[config.mk]
export PLATFORM = sky130hd
export DESIGN_NAME = latch_wr_arbiter_flat
export DESIGN_NICKNAME = d
export VERILOG_FILES = /design/src/rtl/latch_wr_arb_pkg.sv /design/src/rtl/latch_wr_arbiter_if.sv /design/src/rtl/latch_wr_arbiter_rr_arbiter.sv /design/src/rtl/latch_wr_arbiter.sv /design/src/flat_wrapper.sv
export SDC_FILE = /design/constraint.sdc
export NUM_CORES = 1
export LEC_CHECK = 0
export ABC_AREA = 1
export CELL_PAD_IN_SITES_DETAIL_PLACEMENT = 2
export CELL_PAD_IN_SITES_GLOBAL_PLACEMENT = 2
export CORE_AREA = 2 2 87 130
export CTS_CLUSTER_SIZE = 8
export DETAILED_ROUTE_END_ITERATION = 7
export DIE_AREA = 0 0 89 132
export PLACE_DENSITY = 0.94
export SETUP_SLACK_MARGIN = 0.02
export SYNTH_ARGS = -nofsm -noshare
export SYNTH_HDL_FRONTEND = slang
export SYNTH_HIERARCHICAL = 1
export SYNTH_SLANG_ARGS = --single-unit
[constraint.sdc]
create_clock -name clk -period 2.88 [get_ports clk]
set_clock_uncertainty 0.05 [all_clocks]
set_input_delay 0.288 -clock clk [delete_from_list [all_inputs] [get_ports clk]]
set_output_delay 0.288 -clock clk [all_outputs]
set_load 0.02 [all_outputs]
[src/rtl/latch_wr_arb_pkg.sv]
// latch_wr_arb_pkg: shared types and defaults for the latch write arbiter.
// Contents: FSM state encoding, default parameter values, and the width
// function for the SETUP/PULSE/HOLD phase down-counter.
package latch_wr_arb_pkg;

    typedef enum logic [1:0] {
        ST_IDLE  = 2'd0,
        ST_SETUP = 2'd1,
        ST_PULSE = 2'd2,
        ST_HOLD  = 2'd3
    } arb_state_e;

    localparam int DEF_NREQ      = 4;
    localparam int DEF_WIDTH     = 16;
    localparam int DEF_SETUP_CYC = 1;
    localparam int DEF_PULSE_CYC = 1;
    localparam int DEF_HOLD_CYC  = 1;

    // The counter is reloaded on every phase entry, so it only has to hold
    // the longest phase length minus one. The extra bit is kept as margin.
    function automatic int phase_cnt_width(input int setup_cyc, input int pulse_cyc,
                                           input int hold_cyc);
        int longest;
        longest = setup_cyc;
        if (pulse_cyc > longest) longest = pulse_cyc;
        if (hold_cyc > longest) longest = hold_cyc;
        return $clog2(longest) + 1;
    endfunction

endpackage

[src/rtl/latch_wr_arbiter_if.sv]
// latch_wr_arbiter_if: requester handshake plus latch-bank drive signals.
// Modports: master (requester side), slave (arbiter), bank (latch bank).
interface latch_wr_arbiter_if
    import latch_wr_arb_pkg::*;
#(
    parameter int NREQ  = DEF_NREQ,
    parameter int WIDTH = DEF_WIDTH
);
    logic [NREQ-1:0]       req;
    logic [NREQ*WIDTH-1:0] wdata;
    logic [NREQ-1:0]       done;
    logic [WIDTH-1:0]      latch_d;
    logic                  latch_wen;
    logic                  busy;

    modport master (
        output req,
        output wdata,
        input  done,
        input  busy
    );

    modport slave (
        input  req,
        input  wdata,
        output done,
        output latch_d,
        output latch_wen,
        output busy
    );

    modport bank (
        input latch_d,
        input latch_wen
    );

endinterface

[src/rtl/latch_wr_arbiter_rr_arbiter.sv]
// rr_arbiter: picks one requester, searching upward from ptr and wrapping.
// Build option LATCH_WR_ARB_FIXED_PRIO_EN: the search always starts at
// requester 0 (plain priority encoder, ptr ignored).
module rr_arbiter
    import latch_wr_arb_pkg::*;
#(
    parameter int NREQ  = DEF_NREQ,
    parameter int IDX_W = $clog2(NREQ)
) (
    input  logic [NREQ-1:0]  req,
    input  logic [IDX_W-1:0] ptr,
    output logic [NREQ-1:0]  grant,
    output logic [IDX_W-1:0] winner
);

    int               start;
    logic [IDX_W-1:0] cand;
    logic             found;

    // first requester at or after the start index wins
    always_comb begin
        grant  = '0;
        winner = '0;
        found  = 1'b0;
        cand   = '0;
`ifdef LATCH_WR_ARB_FIXED_PRIO_EN
        start  = 0;
`else
        start  = int'(ptr);
`endif
        for (int i = 0; i < NREQ; i++) begin
            cand = IDX_W'((start + i) % NREQ);
            if (!found && req[cand]) begin
                found  = 1'b1;
                winner = cand;
            end
        end
        if (found) grant[winner] = 1'b1;
    end

endmodule

[src/rtl/latch_wr_arbiter.sv]
// latch_wr_arbiter: shares one gated-latch bank among NREQ requesters and
// runs each write as SETUP -> PULSE -> HOLD on the registered latch enable.
// Build option LATCH_WR_ARB_FIXED_PRIO_EN: fixed priority (lowest index
// wins, no round-robin pointer). Default build is round-robin.
//
// state | meaning
// IDLE  | no write in flight; arbitrate, capture winner data into latch_d
// SETUP | latch_d stable, latch_wen low
// PULSE | latch_wen high, latches transparent
// HOLD  | latch_wen low, latch_d held; done pulses in the last HOLD cycle
module latch_wr_arbiter
    import latch_wr_arb_pkg::*;
#(
    parameter int NREQ      = DEF_NREQ,
    parameter int WIDTH     = DEF_WIDTH,
    parameter int SETUP_CYC = DEF_SETUP_CYC,
    parameter int PULSE_CYC = DEF_PULSE_CYC,
    parameter int HOLD_CYC  = DEF_HOLD_CYC
) (
    input logic               clk,
    input logic               rst_n,
    latch_wr_arbiter_if.slave bus
);

    localparam int IDX_W = $clog2(NREQ);
    localparam int CNT_W = phase_cnt_width(SETUP_CYC, PULSE_CYC, HOLD_CYC);
    localparam logic [CNT_W-1:0] SETUP_LOAD = CNT_W'(SETUP_CYC - 1);
    localparam logic [CNT_W-1:0] PULSE_LOAD = CNT_W'(PULSE_CYC - 1);
    localparam logic [CNT_W-1:0] HOLD_LOAD  = CNT_W'(HOLD_CYC - 1);
    localparam logic [CNT_W-1:0] CNT_ONE    = CNT_W'(1);

    arb_state_e       state;
    logic [CNT_W-1:0] cnt;
    logic [NREQ-1:0]  win_oh;
    logic [WIDTH-1:0] latch_d_q;
    logic             latch_wen_q;
    logic             busy_q;
    logic [NREQ-1:0]  done_q;
    logic [NREQ-1:0]  arb_grant;
    logic [IDX_W-1:0] arb_idx;
    logic [IDX_W-1:0] rr_ptr;
    logic             start_wr;

    assign start_wr = (state == ST_IDLE) && (|bus.req);

    rr_arbiter #(
        .NREQ  (NREQ),
        .IDX_W (IDX_W)
    ) u_arb (
        .req    (bus.req),
        .ptr    (rr_ptr),
        .grant  (arb_grant),
        .winner (arb_idx)
    );

`ifdef LATCH_WR_ARB_FIXED_PRIO_EN
    assign rr_ptr = '0;
`else
    // after each grant, priority moves to the requester after the winner
    always_ff @(posedge clk) begin
        if (!rst_n) begin
            rr_ptr <= '0;
        end else if (start_wr) begin
            rr_ptr <= (arb_idx == IDX_W'(NREQ - 1)) ? '0 : arb_idx + 1'b1;
        end
    end
`endif

    // write sequencer: phase down-counter with terminal count at zero
    always_ff @(posedge clk) begin
        if (!rst_n) begin
            state       <= ST_IDLE;
            cnt         <= '0;
            win_oh      <= '0;
            latch_d_q   <= '0;
            latch_wen_q <= 1'b0;
            busy_q      <= 1'b0;
            done_q      <= '0;
        end else begin
            done_q <= '0;
            case (state)
                ST_IDLE: begin
                    if (start_wr) begin
                        state     <= ST_SETUP;
                        cnt       <= SETUP_LOAD;
                        win_oh    <= arb_grant;
                        latch_d_q <= bus.wdata[int'(arb_idx)*WIDTH +: WIDTH];
                        busy_q    <= 1'b1;
                    end
                end
                ST_SETUP: begin
                    if (cnt == '0) begin
                        state       <= ST_PULSE;
                        cnt         <= PULSE_LOAD;
                        latch_wen_q <= 1'b1;
                    end else begin
                        cnt <= cnt - 1'b1;
                    end
                end
                ST_PULSE: begin
                    if (cnt == '0) begin
                        state       <= ST_HOLD;
                        cnt         <= HOLD_LOAD;
                        latch_wen_q <= 1'b0;
                        // a one-cycle HOLD is also the last HOLD cycle
                        if (HOLD_CYC == 1) done_q <= win_oh;
                    end else begin
                        cnt <= cnt - 1'b1;
                    end
                end
                ST_HOLD: begin
                    if (cnt == '0) begin
                        state  <= ST_IDLE;
                        busy_q <= 1'b0;
                    end else begin
                        cnt <= cnt - 1'b1;
                        if (cnt == CNT_ONE) done_q <= win_oh;
                    end
                end
                default: begin
                    state       <= ST_IDLE;
                    latch_wen_q <= 1'b0;
                    busy_q      <= 1'b0;
                end
            endcase
        end
    end

    assign bus.latch_d   = latch_d_q;
    assign bus.latch_wen = latch_wen_q;
    assign bus.busy      = busy_q;
    assign bus.done      = done_q;

endmodule

[src/flat_wrapper.sv]
// flat-port wrapper written by rule: the top's interface ports become plain ports
module latch_wr_arbiter_flat import latch_wr_arb_pkg::*;
#(
    parameter int NREQ      = DEF_NREQ,
    parameter int WIDTH     = DEF_WIDTH,
    parameter int SETUP_CYC = DEF_SETUP_CYC,
    parameter int PULSE_CYC = DEF_PULSE_CYC,
    parameter int HOLD_CYC  = DEF_HOLD_CYC
)
  (clk, rst_n, bus_req, bus_wdata, bus_done, bus_latch_d, bus_latch_wen, bus_busy);
  latch_wr_arbiter_if #(.NREQ(NREQ), .WIDTH(WIDTH)) bus_i ();
  input logic clk;
  input logic rst_n;
  input wire logic [$bits(bus_i.req)-1:0] bus_req;
  input wire logic [$bits(bus_i.wdata)-1:0] bus_wdata;
  output wire logic [$bits(bus_i.done)-1:0] bus_done;
  output wire logic [$bits(bus_i.latch_d)-1:0] bus_latch_d;
  output wire logic [$bits(bus_i.latch_wen)-1:0] bus_latch_wen;
  output wire logic [$bits(bus_i.busy)-1:0] bus_busy;
  assign bus_i.req = bus_req;
  assign bus_i.wdata = bus_wdata;
  assign bus_done = bus_i.done;
  assign bus_latch_d = bus_i.latch_d;
  assign bus_latch_wen = bus_i.latch_wen;
  assign bus_busy = bus_i.busy;
  latch_wr_arbiter #(.NREQ(NREQ), .WIDTH(WIDTH), .SETUP_CYC(SETUP_CYC), .PULSE_CYC(PULSE_CYC), .HOLD_CYC(HOLD_CYC)) u_core (.clk(clk), .rst_n(rst_n), .bus(bus_i));
endmodule
=== Word level (Yosys, flattened, before mapping) ===
Cells that the tools add are included.

* Register bits: 31
* Bits in latches: 0
* Bits in writable memories: 0
* Memory bits (read-only): 0
* Word-level logic and storage cells: 81
* Memories: 0

* Add/subtract/negate cells: 5
* Multiply operators: 0
* Div/mod/pow operators: 0
* Magnitude comparators: 6
* Equality and inequality tests: 8
* Shifts and indexed selects: 1
* Multiplexer cells: 36
* Bitwise operators: 0
* Reductions and logical operators: 17

{| class="wikitable"
|+ Operators by type and width
! operator !! count
|-
| variable part select 64 x 7 -> 16 bit || 1
|-
| 2-to-1 mux 2 bit || 9
|-
| less-than comparator 2 x 3 -> 1 bit, second input constant || 5
|-
| 2-to-1 mux 1 bit || 14
|-
| 2-to-1 mux 4 bit || 3
|-
| binary-select mux 1 bit (select 2 bit) || 4
|-
| one-hot mux 2 bit (4 select lines) || 1
|-
| one-hot mux 4 bit (2 select lines) || 1
|-
| == test 2 bit, second input constant || 3
|-
| inequality test 2 bit, second input constant || 3
|-
| one-hot mux 1 bit (2 select lines) || 3
|-
| AND reduction 3 bit || 2
|-
| logical AND 1 bit || 5
|-
| adder 2 x 1 -> 2 bit, second input constant || 2
|-
| adder 2 bit, second input constant || 2
|-
| AND reduction 4 bit || 1
|-
| nonzero test 2 bit || 2
|-
| OR reduction 4 bit || 1
|-
| logical NOT 1 bit || 3
|-
| OR reduction 3 bit || 1
|-
| demux 1 bit (select 2 bit) || 1
|-
| == test 2 x 1 -> 1 bit, second input constant || 1
|-
| >= comparator 2 x 1 -> 1 bit, second input constant || 1
|-
| logical NOT 2 bit || 1
|-
| other kinds (3) || 3
|}

=== Logic depth before layout (Yosys ltp) ===
* Depth in word-level cells: 17
* Depth in mapped cells: 18
* Mapped depth without buffers: 16

=== Hierarchy ===
Netlist, hierarchy kept.

{| class="wikitable"
|+ Modules (own cells, without submodules)
! module !! instances !! cells each !! area each (µm²) !! sequential area each (µm²)
|-
| latch_wr_arbiter || 1 || 360 || 2,049.5 || 600.6
|-
| rr_arbiter || 1 || 67 || 331.6 || 0.0
|}

=== Least setup slack after synthesis ===
OpenSTA, ideal clock, no wires.

* Path kind: register to register
* Start point: reg u_core.rr_ptr[0]
* End point: reg u_core.latch_d_q[0], in the netlist u_core/bus.latch_d[0]
* Library setup time: 0.111 ns
* Arrival time: 1.725 ns
* Required time: 2.719 ns
* Slack: 0.993 ns
* Cell stages (with the launch flop): 19
* Buffers on the path: 3
* Clock period less this slack: 1.887 ns
* Cells stage by stage: dfxtp_1 > buf_6 > nand2_1 > nand2_2 > nand2_1 > nand2_1 > nor2_1 > nor2_2 > nand2_1 > nand2_2 > inv_1 > buf_2 > inv_2 > buf_2 > nand2_1 > nand3_1 > nand2_1 > nor2_1 > nor2_1

* Cells in the longest elaborated chain, start to end: 13
* Elaborated cells on any way between the ends: 25
* Those cells by class: 3 x add/sub; 1 x shift; 15 x mux; 6 x reduce/logical

{| class="wikitable"
|+ Ends and longest elaborated chain
! what !! line !! source
|-
| start, declared || latch_wr_arbiter.sv:41 || <nowiki>logic [IDX_W-1:0] rr_ptr;</nowiki>
|-
| start signal, assigned || latch_wr_arbiter.sv:64 || <nowiki>rr_ptr <= (arb_idx == IDX_W'(NREQ - 1)) ? '0 : arb_idx + 1'b1;</nowiki>
|-
| branches (longest 11 deep; another with adder 2 x 1 -> 2 bit) || - ||
|-
| 2-to-1 mux 2 bit * || latch_wr_arbiter_rr_arbiter.sv:33 || <nowiki>if (!found && req[cand]) begin</nowiki>
|-
| named net u_core.arb_idx[0] || latch_wr_arbiter.sv:40 || <nowiki>logic [IDX_W-1:0] arb_idx;</nowiki>
|-
| variable part select 64 x 7 -> 16 bit * || latch_wr_arbiter.sv:87 || <nowiki>latch_d_q <= bus.wdata[int'(arb_idx)*WIDTH +: WIDTH];</nowiki>
|-
| end signal, assigned || latch_wr_arbiter.sv:87 ||
|-
| end, declared || latch_wr_arbiter.sv:35 || <nowiki>logic [WIDTH-1:0] latch_d_q;</nowiki>
|}

Mark *: on every way through the listed nets, which the timed path passes. The select of a mux whose other input is x is not followed.
A chain may end at the register's enable or synchronous reset.

=== Worst setup path after layout ===
* Start point: reg u_core.rr_ptr[1]
* End point: reg u_core.latch_d_q[6], in the netlist u_core/bus.latch_d[6]

The elaborated chain is that of the path after synthesis.

==> impl_metrics.yaml <==
run_status:
  status: "finished, final reports clean"
synth:
  synth_edf_count: 0
  yosysWarnings: 6
  muxShareOfSynthArea_pct: 0
  synth_xor_area_share_pct: 0
  synthArstFlopShare_pct: 0
  synth_ff_type: "dfxtp_1"
  netlist_area_um2: 2380
  ys_types: 25
  synth-compound-area-share_pct: 3.00
  synth-simple-area-share_pct: 48.6
  synth.avg_cell_area_um2: 5.58
  ys_seq_elements: 30
  synth_top_family_by_area: "simple AND/OR/NAND/NOR gates"
  synthAdderAreaFrac_pct: 2.63
  ys_seq_area_share_pct: 25.2
  netlist_instances: 427
  synth.net_count: 502
sta:
  report.final.slew_viol_count: 0
  setup_violations: 0
  worst_slew_margin_rel_pct: 64.2
  fmax_mhz: 411
  tns_ns: 0
  fin_crit_sh_pct: 84.6
  hold_violations: 0
  fin_crit_ns: 2.44
  rsz0062_at_grt: "no"
  worst_pin_slew_ns: 0.537
  holdWs_ns: 0.399
cts:
  cts_buffers: 5
  clk_pin_slew_ns: 0.05
  cts_hold_repair.buffers: 0
  cts_setup_buffers: 0
  cts_tree: "built"
  cts_resized: 0
  insertion_delay_ns: 0.27
  cts.sink_count: 30
  cts_max_level: 2
  ctsLongestPathBuffers: 2
  cts-root-buf: "clkbuf_16"
route:
  via_count: 2802
  wire_per_inst_um: 13.7
  drc_errors: 0
  wl_um: 8970
  dr.pass1.iters: 4
  final_antenna_net_count: 0
  first_iter_violations: 86
  via_per_inst: 4.26
worst_setup_path:
  end_kind: "flip-flop"
  r2r_setup_slack_ns: 0.44
  crit_arrival_ns: 2.56
  cp_max_fo: 32
  critPathLaunchType: "flip-flop"
  regToRegEndpoint: "u_core/bus.latch_d[6]"
  required_ns: 3.00
  r2r_start: "u_core/rr_ptr[1]"
  worst-setup-path-type: "reg2reg"
  r2r_cells: 14
pwr:
  power_density_nw_per_um2: 1040
  leakage_nw: 1.86
  peakVddDrop_mv: 0.325
hold_path:
  hold_path.class: "reg2reg"
  hold_end: "u_core/bus.done[3]"
  hold_depth: 2
  min_from: "u_core/win_oh[3]"
grt:
  grt-ovfl-total: 0
  grt_pass1_wl_um: 15000
  grt_antenna_before_repair: 0
  grt_max_degree: 38
  grt_pass1_vias: 3216
  grt_util_all_layers_pct: 16.2
die:
  die-height_um: 132
  die_area_um2: 11700
  die_w_um: 89
  placementRows: 46
  core_um2: 10600
  initial_core_util_pct: 22.5
  io_pins: 92
placement:
  portBuffers: 91
  place_inst: 649
  place_congestion: 0.828
  place_hpwl_um: 7210
job:
  cap_viol_max_count: 0
layout:
  fin_nets: 587
  synthToLayoutAreaGrowth_pct: 48.9
  stdcell_count: 657
  fin_util_pct: 33.5
  antenna_cells: 0
  final_layout_size_suffix_gt1_share_pct: 8.19
[cells in the mapped netlist (2+ instances only)]
cell type    n  area share [%]
nand2_1    150              24
inv_1       92              15
nor2_1      44             6.9
nand3_1     43             9.0
dfxtp_1     30              25
nand2_2     15             3.9
a21oi_1     11             2.3
buf_2       10             2.1
ha_1         5             2.6
inv_2        4            0.63
buf_6        3             1.4
nor2_2       3            0.79
nand2_4      2            0.95
nand3_2      2            0.84
nand4_1      2            0.53
o21ai_0      2            0.42
[how the worst max path moves through the flow]
stage	from	to
after floorplan	u_core/rr_ptr[0]	u_core/bus.latch_d[0]
after global placement	bus_req[1]	u_core/bus.latch_d[5]
after detailed placement	bus_req[0]	u_core/bus.latch_d[5]
after CTS	u_core/rr_ptr[0]	u_core/bus.latch_d[13]
after global routing	u_core/rr_ptr[1]	u_core/bus.latch_d[5]
final	u_core/rr_ptr[1]	u_core/bus.latch_d[6]
[report_power, final]
group          internal [W]  switching (W)  total (W)  leakage [nW]
clock              0.000404       0.000186   0.000590        0.0836
combinational      0.000875        0.00154    0.00242          1.53
sequential         0.000561       0.000119   0.000680         0.248
total               0.00184        0.00185    0.00369          1.86
[final cells by class]
class                           count  area, um^2
Inverter                           96         363
Timing Repair Buffer               95         945
Tap cell                          144         180
Fill cell                        1339        7050
Clock buffer                        5         125
Multi-Input combinational cell    284        1290
Clock inverter                      3        40.0
Sequential cell                    30         602
[kinds of logic after synthesis]
group	after synthesis
AND/OR/NAND/NOR	265
buffers and inverters	113
flip-flops	30
AO/OA/AOI/OAI	14
adder cells (fa/ha/maj)	5
[per-stage QoR]
stage / total power, W / cell area, um^2 / worst slack [ns]
floorplan: 0.00242 / 2380 / 0.993
global placement: 0.00290 / 3370 / 0.388
detailed placement: 0.00310 / 3370 / 0.176
CTS: 0.00375 / 3540 / 0.235
global route: 0.00408 / 3540 / 0.147
finish: 0.00369 / 3540 / 0.444
[per-layer routing]
| metal | up-vias | track usage [%] | routed length (um) |
|---|---|---|---|
| met4 | 0 | 4.31 | 143 |
| met1 | 1317 | 16.1 | 3290 |
| met5 | - | 0 | 0 |
| met3 | 10 | 1.75 | 227 |
| met2 | 68 | 33.3 | 5310 |
| li1 | 1407 | - | - |
[flip-flops by register name, summed over array words and instances (netlist names)]
| signal | flops |
|---|---|
| u_core/bus.done | 4 |
| u_core/rr_ptr | 2 |
| u_core/bus.latch_wen | 1 |
| u_core/state | 2 |
| u_core/win_oh | 4 |
| u_core/bus.busy | 1 |
| u_core/bus.latch_d | 16 |
[worst max-delay path, stage by stage (launching register included)]
cell and delay (ns):
dfxtp_1 0.49, inv_2 0.13, nand2_2 0.08, nand2_2 0.08, o21ai_0 0.27, nand3_1 0.13, nand2_1 0.11, nand2_2 0.09
inv_1 0.21, buf_6 0.28, nand2_1 0.10, nand3_1 0.08, nand2_1 0.07, nor2_1 0.10, nor2_1 0.05
[layout by cell type, fill, tap and decap left out]
master	instances
nand2_1	150
inv_1	92
clkdlybuf4s50_1	91
nor2_1	44
nand3_1	43
dfxtp_1	29
nand2_2	15
a21oi_1	11
clkbuf_16	5
ha_1	5
nor2_2	3
buf_4	3
inv_2	3
clkinv_2	2
nand2_4	2
nand4_1	2
o21ai_0	2
nand3_2	2
bufinv_16	1
nand2_8	1
inv_4	1
or2_2	1
buf_6	1
dfxtp_2	1
nor2_4	1
a31oi_1	1
nand3b_1	1
Power figures use the tool's default switching activity.
